**src/rtl/alu_serial_sequencer.sv**
```systemverilog
// rtl/alu_serial_sequencer.sv - bit-serial add/subtract sequencer with carry-in and result flags
// One full adder is reused across WIDTH SHIFT cycles, LSB first; flags are registered in FLAGS.

module alu_serial_sequencer #(
   parameter int WIDTH = 8
) (
   input  logic             Clock,
   input  logic             Reset,
   input  logic             Start,
   input  logic [1:0]       Op,
   input  logic [WIDTH-1:0] A,
   input  logic [WIDTH-1:0] B,
   input  logic             CarryIn,
   input  logic             Ack,
   output logic             Ready,
   output logic             Busy,
   output logic             Valid,
   output logic [WIDTH-1:0] Result,
   output logic             isOverflow,
   output logic             isCarry,
   output logic             isZero,
   output logic             isSign
);

   localparam int CW = (WIDTH > 2) ? $clog2(WIDTH) : 1;
   localparam logic [CW-1:0] LAST_BIT = CW'(WIDTH - 1);

   typedef enum logic [1:0] {
      IDLE  = 2'd0,
      SHIFT = 2'd1,
      FLAGS = 2'd2,
      DONE  = 2'd3
   } state_t;

   state_t state;
   state_t state_next;

   logic [CW-1:0]    count;
   logic [WIDTH-1:0] a_q;
   logic [WIDTH-1:0] bp_q;
   logic             carry;
   logic             sum_bit;
   logic             carry_out;
   logic             a_bit;
   logic             bp_bit;

   always_comb begin
      a_bit     = a_q[count];
      bp_bit    = bp_q[count];
      sum_bit   = a_bit ^ bp_bit ^ carry;
      carry_out = (a_bit & bp_bit) | (a_bit & carry) | (bp_bit & carry);
   end

   always_ff @(posedge Clock) begin
      if (Reset) begin
         state <= IDLE;
      end else begin
         state <= state_next;
      end
   end

   always_comb begin
      state_next = state;
      Ready      = 1'b0;
      Busy       = 1'b0;
      Valid      = 1'b0;
      case (state)
         IDLE: begin
            Ready = 1'b1;
            if (Start) begin
               state_next = SHIFT;
            end
         end
         SHIFT: begin
            Busy = 1'b1;
            if (count == LAST_BIT) begin
               state_next = FLAGS;
            end
         end
         FLAGS: begin
            Busy       = 1'b1;
            state_next = DONE;
         end
         DONE: begin
            Valid = 1'b1;
            if (Ack) begin
               state_next = IDLE;
            end
         end
         default: begin
            state_next = IDLE;
         end
      endcase
   end

   // Op[0] selects subtraction (invert B), Op[1] selects the external carry as the seed.
   always_ff @(posedge Clock) begin
      if (Reset) begin
         count      <= '0;
         carry      <= 1'b0;
         a_q        <= '0;
         bp_q       <= '0;
         Result     <= '0;
         isOverflow <= 1'b0;
         isCarry    <= 1'b0;
         isZero     <= 1'b0;
         isSign     <= 1'b0;
      end else begin
         case (state)
            IDLE: begin
               if (Start) begin
                  a_q   <= A;
                  bp_q  <= Op[0] ? ~B : B;
                  carry <= Op[1] ? CarryIn : Op[0];
                  count <= '0;
               end
            end
            SHIFT: begin
               Result[count] <= sum_bit;
               carry         <= carry_out;
               count         <= count + 1'b1;
            end
            FLAGS: begin
               isCarry    <= carry;
               isSign     <= Result[WIDTH-1];
               isZero     <= ~|Result;
               isOverflow <= (a_q[WIDTH-1] ^ Result[WIDTH-1]) &
                             (bp_q[WIDTH-1] ^ Result[WIDTH-1]);
            end
            default: begin
            end
         endcase
      end
   end

endmodule

```
**config.mk**
```make
export PLATFORM = sky130hd
export DESIGN_NAME = alu_serial_sequencer
export DESIGN_NICKNAME = d
export VERILOG_FILES = /design/src/rtl/alu_serial_sequencer.sv
export SDC_FILE = /design/constraint.sdc
export NUM_CORES = 1
export LEC_CHECK = 0
export ABC_CLOCK_PERIOD_IN_PS = 4940
export CAP_MARGIN = 20
export CELL_PAD_IN_SITES_DETAIL_PLACEMENT = 0
export CELL_PAD_IN_SITES_GLOBAL_PLACEMENT = 1
export CORE_ASPECT_RATIO = 2
export CORE_MARGIN = 2
export CORE_UTILIZATION = 40
export CTS_BUF_LIST = sky130_fd_sc_hd__clkbuf_4 sky130_fd_sc_hd__clkbuf_8 sky130_fd_sc_hd__clkbuf_16
export DETAILED_ROUTE_END_ITERATION = 8
export GPL_TIMING_DRIVEN = 0
export HOLD_SLACK_MARGIN = 0.02
export PLACE_DENSITY = 0.9
export SYNTH_ARGS = -nofsm -noshare
export SYNTH_HDL_FRONTEND = slang
export SYNTH_SLANG_ARGS = --single-unit
```
**constraint.sdc**
```tcl
create_clock -name Clock -period 4.94 [get_ports Clock]
set_input_delay 0.494 -clock Clock [delete_from_list [all_inputs] [get_ports Clock]]
set_output_delay 0.494 -clock Clock [all_outputs]
set_load 0.02 [all_outputs]
```
---- Yosys cells after proc, flatten, opt, wreduce, memory -nomap -nowiden ----
Cells that the tools add are included.
word-level totals
  register bits after elaboration ......... 34
  input port bits ......................... 23
  output and inout bits ................... 15
  logic and storage cells ................. 60
cells by class
  $add $sub $neg .......................... 1
  magnitude comparators ................... 2
  equal/unequal tests ..................... 7
  muxes and demuxes ....................... 20
  bitwise gates (word level) .............. 11
  reduce and logical (&&, ||, !) cells .... 9
operators by type and width
  kind                                                                                 count
  8-bit bitwise mux                                                                    1
  1-bit two-way mux                                                                    8
  8-bit two-way mux                                                                    1
  8-bit inverter                                                                       1
  2-bit one-hot mux with 4 select lines                                                1
  8-bit OR reduction                                                                   1
  1-bit binary-select mux with 3-bit select                                            2
  2-bit two-way mux                                                                    3
  2-bit != test, second input constant                                                 3
  3-bit one-hot mux with 2 select lines                                                1
  1-bit bitwise AND                                                                    4
  2-bit equality test, second input constant                                           2
  3-bit by 4-bit less-than comparator with 1-bit output, second input constant         1
  2-bit AND reduction                                                                  2
  1-bit bitwise XOR                                                                    4
  3-bit by 1-bit adder with 3-bit output, second input constant                        1
  1-bit demux with 3-bit select                                                        1
  3-bit equality test, second input constant                                           1
  3-bit by 1-bit greater-or-equal comparator with 1-bit output, second input constant  1
  3-bit two-way mux                                                                    1
  3-bit AND reduction                                                                  1
  2-bit by 1-bit equality test with 1-bit output, second input constant                1
  2-bit zero test                                                                      1
  1-bit OR                                                                             2
  5 further kinds                                                                      5

---- Logic depth before layout (Yosys ltp) ----
  depth after elaboration ................. 6
  gate-level depth with buffers ........... 7
  depth with buffers taken out ............ 5

---- Worst setup path after synthesis ----
No wires, ideal clock.
  path type ............................... register to register
  from .................................... register count[1]
  to ...................................... register Result[0]
  setup time .............................. 0.065 ns
  arrival time ............................ 2.180 ns
  required time ........................... 4.875 ns
  setup slack ............................. 2.695 ns
  cell stages (with the launch flop) ...... 8
  path buffers ............................ 2
  period minus slack after synthesis ...... 2.245 ns
  cell sequence ........................... dfxtp_1 buf_6 mux4_2 mux2_4 fa_1 clkbuf_1 mux2i_1 nor2_1
between the ends
  longest elaborated chain between the ends .. 5
  elaborated cells between the ends (all ways) .. 12
  classes of those cells .................. order compare (2); mux (7); bitwise (2); reduce/logical (1)
ends and longest elaborated chain
  what                                                          RTL line  source
  start: declaration                                            38        logic [CW-1:0] count;
  start signal: assignment                                      121       count <= count + 1'b1;
  1-bit binary-select mux with 3-bit select (on tied branches)  48, 49
  1-bit two-way mux (on tied branches)                          48, 49
  1-bit bitwise XOR * (2 in series)                             50        sum_bit = a_bit ^ bp_bit ^ carry;
  via sum_bit                                                   42        logic sum_bit;
  8-bit bitwise mux *                                           119       Result[count] <= sum_bit;
  end signal: indexed assignment                                119
  end: declaration                                              18        output logic [WIDTH-1:0] Result,
The timed path passes the listed nets; every way through them passes the cells marked *. The select of a mux whose other input is x is not followed.
A chain may end at the register's enable or synchronous reset.

---- Final worst setup path ----
  from .................................... register count[1]
  to ...................................... register Result[1]
The elaborated chain is that of the path after synthesis.

==> results.py <==
metrics = {
    "outcome": {
        "outcome": "finished, final reports clean",
    },
    "placed_design": {
        "pre_cts_ws_ps": 2370,
        "dpl_cell_area_sq_um": 2110,
        "hpwlAfterDp_um": 2780,
        "port_buffers": 35,
        "place.gp.congestion": 0.744,
        "dpl.cell_count": 263,
    },
    "power_and_ir_drop": {
        "ir_worst_vdd_v": 0.000220,
        "p_leak_nw": 0.847,
        "power_density_nw_per_um2": 432,
    },
    "die": {
        "rows": 33,
        "dieHeight_um": 96.2,
        "die_w_um": 50.1,
        "initial_utilization_pct": 41.6,
        "ioPinCount": 38,
        "dieArea_sq_um": 4820,
        "design.core.area_sq_um": 4090,
    },
    "finish": {
        "syn_to_final_growth_pct": 30.0,
        "nNetsFinal": 249,
        "layout-drive-gt1-share_pct": 9.13,
        "layout.cells.non_filler": 271,
        "layout_common_cells": "clkdlybuf4s50_1 (35), dfxtp_1 (34), nor2_1 (22)",
        "regArea_sq_um": 681,
        "stdcell_area_sq_um": 2210,
        "fillers": 389,
        "multiInputGateArea_sq_um": 945,
        "antennaDiodeCount": 0,
        "final_common_cell": "clkdlybuf4s50_1",
    },
    "sta": {
        "slew_headroom_pct": 66.9,
        "fin_crit_ps": 2580,
        "hold_viol": 0,
        "skew_ps": 6.63,
        "tightest_slew_ps": 497,
        "slew_viol_final": 0,
        "fin_tns_setup_ps": 0,
        "fmax_mhz": 388,
        "rsz0062_at_grt": "false",
        "setup_viol": 0,
        "min_period_over_period_pct": 52.2,
        "layout_setup_ws_ps": 2360,
    },
    "setup_path": {
        "crit_arrival_ps": 2800,
        "critPathLaunchType": "flip-flop",
        "ff2ff_path_depth": 7,
        "end_kind": "flip-flop",
        "required_ps": 5160,
        "crit_type": "flip-flop to flip-flop",
        "crit_fanout": 10,
    },
    "clock_network": {
        "cts_tree": "done",
        "cts_hold_buf": 0,
        "cts_root_buf": "clkbuf_8",
        "cts_made_buffers": 5,
        "cts_resized": 0,
        "cts.clk_slew.worst_paths_ps": 70,
        "insertion_delay_ps": 280,
        "post_cts_buffers": 0,
        "clockBufferDepth": 2,
        "htreeDepth": 2,
        "clkSinkCount": 34,
    },
    "detailed_routing": {
        "wire_per_inst_um": 13.2,
        "finalWirelength_um": 3570,
        "drc": 0,
        "viasPerCell": 5.23,
        "drt_iter0_drc": 12,
        "vias": 1417,
        "dr.pass1.iters": 4,
        "ant_nets": 0,
    },
    "grt": {
        "grt_use_met2_pct": 33.2,
        "grt_use_total_pct": 16.8,
        "grt_pass1_wl_um": 5970,
        "grt_pass1_vias": 1355,
        "antenna_found_initial": 0,
        "use_met3_pct": 3.11,
        "grt_util_met1_pct": 15.4,
        "grt_max_degree": 11,
        "grt-busiest-layer": "met2",
        "gr-total-overflow": 0,
    },
    "worst_hold_path": {
        "hold_path_depth": 2,
        "hold_class": "flip-flop to flip-flop",
    },
    "logic_synthesis": {
        "synth_ff_type": "dfxtp_1",
        "syn-num-nets": 207,
        "syn_area_per_cell_sq_um": 9.65,
        "yosysUniqueCellTypes": 33,
        "netlist_instances": 176,
        "syn_area_sq_um": 1700,
        "yosysSeqAreaShare_pct": 40.1,
        "ys_ff_latch": 34,
        "yosys_warnings": 0,
        "ys_async_sr_fraction_pct": 0,
        "synth_edf_count": 0,
    },
    "flow_run": {
        "cap_viol_max_count": 0,
    },
}
[worst max-delay path: stages, from the launching register on]
cell      delay [ps]
dfxtp_1          510
buf_6            190
mux4_2           490
mux2_4           280
fa_1             510
clkbuf_1         300
mux2i_1          130
nor2_1            90
[logic make-up after synthesis]
family                     share of synthesized area [%]
buffers and inverters                               4.34
xor gates and xnor gates                            4.12
AOI/OAI and AO/OA                                   10.1
and+or+nand+nor                                     20.5
DFF                                                 40.1
adders and majority gates                           6.33
muxes                                               14.6
[report_power, final]
group          internal (mW)  total (mW)  switching (mW)
Sequential             0.326       0.360          0.0335
Combinational          0.173       0.381           0.207
Clock                  0.118       0.215          0.0968
[sequential cells by signal, summed over array words and instances, names as in the netlist]
register and cells:
isCarry 1, a_q 8, isOverflow 1, state 2, carry 1, isSign 1, Result 8, count 3
isZero 1, bp_q 8
[metrics by stage]
stage	hold slack (ps)	util, %	power (mW)
final	457	54.1	0.955
after global routing	480	54.1	1.02
after CTS	455	54.1	0.964
after detailed placement	446	51.7	0.751
after global placement	441	51.7	0.743
after floorplan	432	-	0.626
[cell usage after synthesis (3+ instances only)]
cell type / instances / area share, %
dfxtp_1: 34 / 40
nor2_1: 22 / 4.9
nand2_1: 18 / 4.0
mux2i_1: 12 / 7.1
a21oi_1: 11 / 3.2
a211oi_1: 10 / 4.4
clkbuf_1: 8 / 1.8
xnor2_1: 8 / 4.1
ha_1: 7 / 5.2
buf_2: 5 / 1.5
nor2b_1: 5 / 1.8
nand2b_1: 4 / 1.5
nand4b_1: 4 / 2.1
and4bb_2: 3 / 2.2
mux4_1: 3 / 4.6
[final timing paths]
check                start        end  slack, ps
setup / recovery  count[1]  Result[1]       2360
hold / removal      a_q[5]     a_q[5]        460
setup reg to reg  count[1]  Result[1]       2360
hold reg to reg     a_q[5]     a_q[5]        460
[routing by layer]
metal  part of all wire (%)  routed length [um]  vias up
li1                       -                   -      707
met1                     36                1280      669
met2                     58                2080       30
met3                    3.1                 112       11
met4                    2.7                  95        0
met5                      0                   0        -
[final cells by class]
| type | count | share of cell area (%) |
|---|---|---|
| Clock inverter | 1 | 0.227 |
| Multi-Input combinational cell | 126 | 42.8 |
| Buffer | 14 | 3.00 |
| Timing Repair Buffer | 35 | 15.9 |
| Clock buffer | 7 | 4.08 |
| Sequential cell | 34 | 30.8 |
| Inverter | 2 | 0.340 |
| Tap cell | 52 | 2.94 |
No activity file was read; power rests on OpenSTA's default activity.
